## config.mk

```make
export PLATFORM = sky130hd
export DESIGN_NAME = alu_sequencer
export DESIGN_NICKNAME = d
export VERILOG_FILES = /design/src/rtl/alu_sequencer.sv
export SDC_FILE = /design/constraint.sdc
export NUM_CORES = 1
export LEC_CHECK = 0
export ABC_AREA = 1
export CAP_MARGIN = 20
export CELL_PAD_IN_SITES_DETAIL_PLACEMENT = 2
export CELL_PAD_IN_SITES_GLOBAL_PLACEMENT = 2
export CORE_UTILIZATION = 21
export DETAILED_ROUTE_END_ITERATION = 16
export GPL_TIMING_DRIVEN = 0
export PLACE_DENSITY_LB_ADDON = 0.12
export SETUP_SLACK_MARGIN = 0.05
export SYNTH_ARGS = -nofsm -noshare
export SYNTH_HDL_FRONTEND = slang
export SYNTH_SLANG_ARGS = --single-unit
```

## constraint.sdc

```tcl
create_clock -name clk -period 4.1 [get_ports clk]
set_clock_uncertainty 0.2 [all_clocks]
set_input_delay 1.025 -clock clk [delete_from_list [all_inputs] [get_ports clk]]
set_output_delay 1.025 -clock clk [all_outputs]
set_load 0.05 [all_outputs]
```

## src/rtl/alu_sequencer.sv

```systemverilog
// ---------------------------------------------------------------------------
// alu_sequencer
//
// Multi-cycle controller that runs one 8-bit arithmetic/logic operation
// through a 4-bit nibble-serial ALU core. Each operation has four steps:
//   OP1  : latch operand A from the data bus into the ALU operand-1 register
//   OP2L : operand B on the bus, low nibble computed, half-carry/parity kept
//   HIGH : high nibble computed with the chained carry/parity, flags loaded
//   WB   : result driven back onto the bus (except CP), done pulses
//
// Ports
//   clk, reset            rising-edge clock, synchronous active-high reset
//   start, op, cf_prev    request; op and carry latched when start is accepted
//   busy, done            handshake to the instruction timing logic
//   drive_op_a/_b         requester must place operand A / B on the bus
//   alu_*  (outputs)      ALU bus enables, mux selects and core function
//   alu_*  (inputs)       ALU status: carry, parity, zero, sign, overflow
//   flags                 registered Z80 flags {S,Z,0,H,0,PV,N,C}
//   dbg_state             current FSM state, for observation only
//
// Handshake: start is sampled only in IDLE or WB. A sampled start is
// accepted and the operation runs in the following four cycles; start in any
// other state is dropped, nothing is queued. done is high for exactly the WB
// cycle, and flags are valid from that cycle until the next HIGH completes.
// ---------------------------------------------------------------------------
module alu_sequencer (
  input  logic       clk,
  input  logic       reset,
  input  logic       start,
  input  logic [2:0] op,
  input  logic       cf_prev,
  output logic       busy,
  output logic       done,
  output logic       drive_op_a,
  output logic       drive_op_b,
  output logic       alu_shift_oe,
  output logic       alu_op1_sel_bus,
  output logic       alu_op2_sel_bus,
  output logic       alu_res_oe,
  output logic       alu_oe,
  output logic       alu_sel_op2_high,
  output logic       alu_sel_op2_neg,
  output logic       alu_op_low,
  output logic       alu_core_cf_in,
  output logic       alu_core_R,
  output logic       alu_core_S,
  output logic       alu_core_V,
  output logic       alu_parity_in,
  input  logic       alu_core_cf_out,
  input  logic       alu_parity_out,
  input  logic       alu_zero,
  input  logic       alu_sf_out,
  input  logic       alu_vf_out,
  output logic [7:0] flags,
  output logic [2:0] dbg_state
);

  localparam logic [2:0] ST_IDLE = 3'd0;
  localparam logic [2:0] ST_OP1  = 3'd1;
  localparam logic [2:0] ST_OP2L = 3'd2;
  localparam logic [2:0] ST_HIGH = 3'd3;
  localparam logic [2:0] ST_WB   = 3'd4;

  localparam logic [2:0] OP_ADD = 3'd0;
  localparam logic [2:0] OP_ADC = 3'd1;
  localparam logic [2:0] OP_SUB = 3'd2;
  localparam logic [2:0] OP_SBC = 3'd3;
  localparam logic [2:0] OP_AND = 3'd4;
  localparam logic [2:0] OP_XOR = 3'd5;
  localparam logic [2:0] OP_OR  = 3'd6;
  localparam logic [2:0] OP_CP  = 3'd7;

  logic [2:0] state_q, state_d;
  logic [2:0] op_q, op_d;
  logic       cf_q, cf_d;
  logic       hc_q, hc_d;
  logic       par_q, par_d;
  logic       zl_q, zl_d;
  logic [7:0] flags_q, flags_d;

  logic       accept;
  logic       is_sub;
  logic       is_logic;
  logic       lo_cin;
  logic [2:0] rsv;
  logic       h_new, c_new, pv_new;

  // Back-to-back operations: a start seen in WB goes straight to OP1.
  assign accept = start && (state_q == ST_IDLE || state_q == ST_WB);

  assign is_sub   = (op_q == OP_SUB) || (op_q == OP_SBC) || (op_q == OP_CP);
  assign is_logic = (op_q == OP_AND) || (op_q == OP_XOR) || (op_q == OP_OR);

  // Low-nibble carry-in. Subtraction is A + ~B + 1, so a borrow-in is an
  // inverted carry-in.
  always_comb begin
    lo_cin = 1'b0;
    case (op_q)
      OP_ADC:  lo_cin = cf_q;
      OP_SUB:  lo_cin = 1'b1;
      OP_SBC:  lo_cin = ~cf_q;
      OP_CP:   lo_cin = 1'b1;
      default: lo_cin = 1'b0;
    endcase
  end

  // Core function select {R,S,V}.
  always_comb begin
    rsv = 3'b000;
    case (op_q)
      OP_AND:  rsv = 3'b100;
      OP_OR:   rsv = 3'b110;
      OP_XOR:  rsv = 3'b011;
      default: rsv = 3'b000;
    endcase
  end

  always_comb begin
    state_d = state_q;
    case (state_q)
      ST_IDLE: state_d = accept ? ST_OP1 : ST_IDLE;
      ST_OP1:  state_d = ST_OP2L;
      ST_OP2L: state_d = ST_HIGH;
      ST_HIGH: state_d = ST_WB;
      ST_WB:   state_d = accept ? ST_OP1 : ST_IDLE;
      default: state_d = ST_IDLE;
    endcase
  end

  // Flag sources at the end of HIGH. The carry chain runs with inverted
  // borrow for subtraction, so H and C are inverted back for SUB/SBC/CP.
  always_comb begin
    h_new  = 1'b0;
    c_new  = 1'b0;
    pv_new = alu_vf_out;
    if (is_logic) begin
      h_new  = (op_q == OP_AND);
      c_new  = 1'b0;
      pv_new = alu_parity_out;
    end else if (is_sub) begin
      h_new  = ~hc_q;
      c_new  = ~alu_core_cf_out;
    end else begin
      h_new  = hc_q;
      c_new  = alu_core_cf_out;
    end
  end

  always_comb begin
    op_d    = op_q;
    cf_d    = cf_q;
    hc_d    = hc_q;
    par_d   = par_q;
    zl_d    = zl_q;
    flags_d = flags_q;
    if (accept) begin
      op_d = op;
      cf_d = cf_prev;
    end
    if (state_q == ST_OP2L) begin
      hc_d  = alu_core_cf_out;
      par_d = alu_parity_out;
      zl_d  = alu_zero;
    end
    if (state_q == ST_HIGH) begin
      flags_d = {alu_sf_out, zl_q & alu_zero, 1'b0, h_new, 1'b0, pv_new,
                 is_sub, c_new};
    end
  end

  always_ff @(posedge clk) begin
    if (reset) begin
      state_q <= ST_IDLE;
      op_q    <= 3'd0;
      cf_q    <= 1'b0;
      hc_q    <= 1'b0;
      par_q   <= 1'b0;
      zl_q    <= 1'b0;
      flags_q <= 8'h00;
    end else begin
      state_q <= state_d;
      op_q    <= op_d;
      cf_q    <= cf_d;
      hc_q    <= hc_d;
      par_q   <= par_d;
      zl_q    <= zl_d;
      flags_q <= flags_d;
    end
  end

  // All controls decode from the registered state only; IDLE drives nothing.
  always_comb begin
    drive_op_a       = 1'b0;
    drive_op_b       = 1'b0;
    alu_shift_oe     = 1'b0;
    alu_op1_sel_bus  = 1'b0;
    alu_op2_sel_bus  = 1'b0;
    alu_res_oe       = 1'b0;
    alu_oe           = 1'b0;
    alu_sel_op2_high = 1'b0;
    alu_sel_op2_neg  = 1'b0;
    alu_op_low       = 1'b0;
    alu_core_cf_in   = 1'b0;
    alu_core_R       = 1'b0;
    alu_core_S       = 1'b0;
    alu_core_V       = 1'b0;
    alu_parity_in    = 1'b0;
    done             = 1'b0;
    case (state_q)
      ST_OP1: begin
        alu_shift_oe    = 1'b1;
        alu_op1_sel_bus = 1'b1;
        drive_op_a      = 1'b1;
      end
      ST_OP2L: begin
        alu_shift_oe    = 1'b1;
        alu_op2_sel_bus = 1'b1;
        drive_op_b      = 1'b1;
        alu_op_low      = 1'b1;
        alu_sel_op2_neg = is_sub;
        alu_core_cf_in  = lo_cin;
        {alu_core_R, alu_core_S, alu_core_V} = rsv;
      end
      ST_HIGH: begin
        alu_sel_op2_high = 1'b1;
        alu_sel_op2_neg  = is_sub;
        alu_core_cf_in   = hc_q;
        alu_parity_in    = par_q;
        {alu_core_R, alu_core_S, alu_core_V} = rsv;
      end
      ST_WB: begin
        done = 1'b1;
        // CP only compares: flags update but the result is never written.
        alu_res_oe = (op_q != OP_CP);
        alu_oe     = (op_q != OP_CP);
      end
      default: ;
    endcase
  end

  assign busy      = (state_q != ST_IDLE);
  assign flags     = flags_q;
  assign dbg_state = state_q;

endmodule

```

# After elaboration in Yosys (flattened, before gate mapping)
# Cells that the tools add are included.
[totals]
register_bits = 16
wordCells = 56
in_bits = 12
output_inout_bits = 28
[op_classes]
n_eq_ne = 12
n_mux = 21
bitwise_logic = 4
reduce_logical = 12
[op_table]
columns = ["op", "n"]
rows = [
  ["1-bit two-way mux", 17],
  ["3-bit equality test, second input constant", 5],
  ["3-bit by 2-bit equality test with 1-bit output, second input constant", 4],
  ["3-bit case mux with 4 select lines", 1],
  ["3-bit case mux with 3 select lines", 1],
  ["2-bit OR reduction", 4],
  ["3-bit by 1-bit equality test with 1-bit output, second input constant", 2],
  ["1-bit logical OR", 5],
  ["3-bit zero test", 1],
  ["3-bit inequality test, second input constant", 1],
  ["1-bit inverter", 3],
  ["1-bit case mux with 3 select lines", 1],
  ["3-bit nonzero test", 1],
  ["1-bit case mux with 2 select lines", 1],
  ["1-bit AND", 1],
  ["1-bit logical AND", 1],
]

# Depth between registers and ports, before layout
[depth]
depth_word = 5
depth_mapped = 7
mapped_depth_nobuf = 7

# Worst setup path after synthesis
# OpenSTA, ideal clock, no wires.
[synth_timing]
kind = "register to output"
from = "register state_q[2], in the netlist dbg_state[2]"
to = "output alu_res_oe"
t_required_ns = 2.875
path_buffers = 1
t_arrival_ns = 2.844
path_slack_ns = 0.031
stages_incl_launch_ff = 5
path_cell_list = "dfxtp_1 inv_1 nor3_1 o21a_1 buf_4"
[synth_between]
elab_chain_cells = 2
[synth_lines]
columns = ["element", "line", "rtl"]
rows = [
  ["start, declared", "73", "logic [2:0] state_q, state_d;"],
  ["start signal, assigned", "181", "state_q <= state_d;"],
  ["3-bit equality test", "n/a", ""],
  ["1-bit two-way mux", "n/a", ""],
  ["end, declared", "39", "output logic alu_res_oe,"],
]
# No other way between the ends.

# Final worst setup path
[layout_timing]
from = "register state_q[2], in the netlist dbg_state[2]"
to = "output alu_core_cf_in"
[layout_between]
elab_chain_cells = 2
word_cells_on_any_way = 3
classes_between = "2 x eq/ne; 1 x mux"
[layout_lines]
columns = ["element", "line", "rtl"]
rows = [
  ["3-bit by 2-bit equality test with 1-bit output", "209", "case (state_q)"],
  ["1-bit case mux with 2 select lines *", "209", ""],
  ["end, declared", "44", "output logic alu_core_cf_in,"],
]
# Mark *: on every way between the ends. The rest lies on a longest branch, timed or not.

==> flow_summary.json <==
{
  "outcome": "complete, no violations",
  "timing.hold.worst_endpoint": "par_q$_SDFFE_PP0P_",
  "clkTransAtPathRegs_ns": 0.07,
  "setup-violations-final": 0,
  "critical_path.max_stage_delay_ns": 0.81,
  "critical_path.cell_chain": "inv_1, nand3_2, inv_2, nand2_1, o21ai_2, clkdlybuf4s50_1",
  "synth.cell_area_um2": 784.5,
  "drt-vias-per-instance": 4.449,
  "gate_count_of_the_mapped_netlist": 110,
  "rsz0062_at_grt": "no",
  "combinationalPowerShare": 0.329,
  "synth.yosys.warnings": 0,
  "synth_cell_type_count": 23,
  "synth_top_cell_area_share": 0.4083,
  "cts_tree": "done",
  "cp_max_stage_cell": "sky130_fd_sc_hd__clkdlybuf4s50_1",
  "cp.required_ns": 2.87,
  "worstSetupStartpointType": "flop",
  "overflow": 0,
  "pre_cts_slack_ns": 0.9292,
  "worst-slew-pin-transition_ns": 0.5206,
  "routabilityCongestion": 0.7486,
  "final.hold.worst_slack_ns": 0.2629,
  "synth-seq-area-share": 0.4083,
  "critical-path-top-delay-family": "buffers and inverters",
  "fp-row-count": 21,
  "worstHoldStart": "par_q$_SDFFE_PP0P_",
  "critical_path_buf_inv_count": 3,
  "worstReg2RegStart": "dbg_state[1]$_SDFF_PP0_",
  "synth-async-reset-ratio": 0,
  "ctsLongestPathBuffers": 2,
  "core_region_area_um2": 3468,
  "die-area_um2": 3984,
  "main_area_contributors_after_synthesis": "sky130_fd_sc_hd__dfxtp_1, sky130_fd_sc_hd__nand2_1, sky130_fd_sc_hd__a21oi_1",
  "vdd_ir_drop_max_mv": 0.1227,
  "number_of_global_route_vias_before_repair": 959,
  "finalWorstPathRequiredPeriod_ns": 3.398,
  "syn_avg_cell_area_um2": 7.132,
  "die_height_um": 63.12,
  "power.leakage_nw": 0.5187,
  "global_route.usage.met1": 0.1557,
  "filler_cell_count": 422,
  "cts.htree.levels": 1,
  "ys_ff_latch": 16,
  "design.final.nets": 165,
  "netlist.top_cell.by_area": "sky130_fd_sc_hd__dfxtp_1",
  "placement.io_buffers": 37,
  "worstHoldPathCells": 2,
  "postLayoutCoreUtil": 0.3680,
  "fin_total_pwr_mw": 0.4770,
  "antennaDiodeCount": 0,
  "final_max_slew_viol_count": 0,
  "post-route-period-util": 0.8287,
  "routed_wire_length_per_instance_um": 12.99,
  "timing.reg2reg.worst_path_depth": 4,
  "postPlaceCellArea_um2": 1221,
  "yosys.cell_count.top_type": "sky130_fd_sc_hd__nand2_1",
  "maxClockFrequency_mhz": 294.3,
  "wire_length_of_the_first_global_routing_pass_um": 4360,
  "max_cap_viol_count": 0,
  "final_layout_size_suffix_gt1_frac": 0.1184,
  "clock_power_share": 0.297,
  "numClockSinks": 16,
  "critical_path.endpoint_type": "output pin",
  "insertion_delay_ns": 0.25,
  "floorplan.die.width_um": 63.12,
  "power.net_switching_mw": 0.1716,
  "synth_enable_flop_cells": 0,
  "dp_hpwl_um": 2047,
  "stdcell_area_um2": 1276,
  "drt_first_iter_violations": 12,
  "setup.reg_to_reg.worst_slack_ns": 2.73,
  "reg2reg_to": "op_q[1]$_SDFFE_PP0P_",
  "antenna_found_initial": 0,
  "power-per-cell-area_nw_per_um2": 373.8,
  "vias": 881,
  "post_cts.resized_instances": 0,
  "worstSetupPathType": "flop to output pin",
  "global_route_met3_utilization": 0.02717,
  "post-place-cells": 194,
  "post_cts_hold_buffer_count": 0,
  "cp.arrival_ns": 2.17,
  "globalRoute.busiestLayer": "met2",
  "final_hold_violations": 0,
  "cts.repair_timing.setup_buffer_count": 0,
  "cts-buffers-inserted": 3,
  "grtUsageMet2": 0.2554,
  "area_delta_synth_final_pct": 62.68,
  "stdcell_count": 198,
  "totalNegativeSetupSlack_ns": 0,
  "final_antenna_net_count": 0,
  "p_int_mw": 0.3053,
  "gr-usage-all-layers": 0.1391,
  "cts_root_buf": "sky130_fd_sc_hd__clkbuf_8",
  "post_synth_most_frequent_cells": "sky130_fd_sc_hd__nand2_1, sky130_fd_sc_hd__dfxtp_1, sky130_fd_sc_hd__inv_1, sky130_fd_sc_hd__a21oi_1, sky130_fd_sc_hd__nor2_1",
  "finalWorstSetupSlack_ns": 0.7025,
  "power.switching_fraction": 0.3599,
  "max-slew-margin-rel": 0.6519,
  "hp-class": "flop to flop",
  "proportion_of_power_drawn_by_flip_flops_and_latches": 0.374,
  "routed_wl_um": 2572,
  "drt_drc_violations_left": 0,
  "initial_core_util": 0.2262,
  "grt_start_max_net_pins": 11,
  "number_of_iterations_in_the_first_detailed_routing_pass": 2,
  "crit_path_max_fanout": 9,
  "num_io_pins": 40,
  "dominantRegCellSynth": "sky130_fd_sc_hd__dfxtp_1"
}
[cell families (layout without fill, tap and decap cells)]
logic type             after synthesis  after routing  share of synthesized area
XOR/XNOR                             1              1                    0.01117
AO/OA/AOI/OAI                       24             24                     0.1675
other                                1              2                   0.004780
flip-flops                          16             16                     0.4083
AND/OR/NAND/NOR                     45             45                     0.2616
buffers and inverters               23             64                     0.1467
[per-layer routing]
metal  routed length [um]  part of all wire
met1                 1107              0.43
met5                    0                 0
met2                 1291              0.50
met4                   33             0.013
met3                  140             0.054
[flip-flops by register name (all words and copies together), names as in the netlist]
| register | flops |
|---|---|
| cf_q | 1 |
| flags | 6 |
| par_q | 1 |
| zl_q | 1 |
| dbg_state | 3 |
| op_q | 3 |
| hc_q | 1 |
[power groups by stage]
stage	Sequential, mW	Combinational [mW]	Clock [mW]
after detailed placement	0.182	0.158	0
after global routing	0.180	0.168	0.153
after floorplan	0.194	0.0900	0
final	0.178	0.157	0.142
after global placement	0.182	0.155	0
after CTS	0.179	0.159	0.147
[cells in the final DEF, fill, tap and decap left out, drive strengths merged]
master and instances:
nand2 24, a21oi 11, inv 15, clkdlybuf4s50 37, clkinv 1, dfxtp 16, xor2 1, nor2 9
conb 2, nor4 1, a21boi 1, o21ai 10, clkbuf 4, o21a 1, nand3 10, a211oi 1
buf 7, nor3 1
[final cells by class]
cell class                      instances  area (um2)  area share
Buffer                                  7       50.05     0.03922
Clock buffer                            4       55.05     0.04314
Inverter                               16       65.06     0.05098
Multi-Input combinational cell         72       357.8      0.2804
Sequential cell                        16       320.3      0.2510
Tap cell                               46       57.56     0.04510
Timing Repair Buffer                   37       370.4      0.2902
[worst max-delay path by stage]
| stage | start | endpoint | slack, ns | cells after the start |
|---|---|---|---|---|
| finish | dbg_state[2]$_SDFF_PP0_ | alu_core_cf_in | 0.70 | 6 |
| global route | dbg_state[2]$_SDFF_PP0_ | alu_core_cf_in | 0.54 | 6 |
| CTS | dbg_state[2]$_SDFF_PP0_ | alu_core_cf_in | 0.64 | 6 |
| detailed placement | dbg_state[2]$_SDFF_PP0_ | alu_core_cf_in | 0.93 | 6 |
| global placement | dbg_state[2]$_SDFF_PP0_ | alu_core_cf_in | 0.92 | 6 |
| floorplan | dbg_state[1]$_SDFF_PP0_ | alu_core_V | 0.43 | 2 |
[worst register-to-register path, cell delays in order (launching register included)]
cell and delay [ns]:
sky130_fd_sc_hd__dfxtp_1 0.40, sky130_fd_sc_hd__nor2_1 0.25, sky130_fd_sc_hd__nand2_2 0.16, sky130_fd_sc_hd__o21ai_0 0.18, sky130_fd_sc_hd__a21oi_1 0.07
Note: power is estimated with default switching activity, not from simulation.
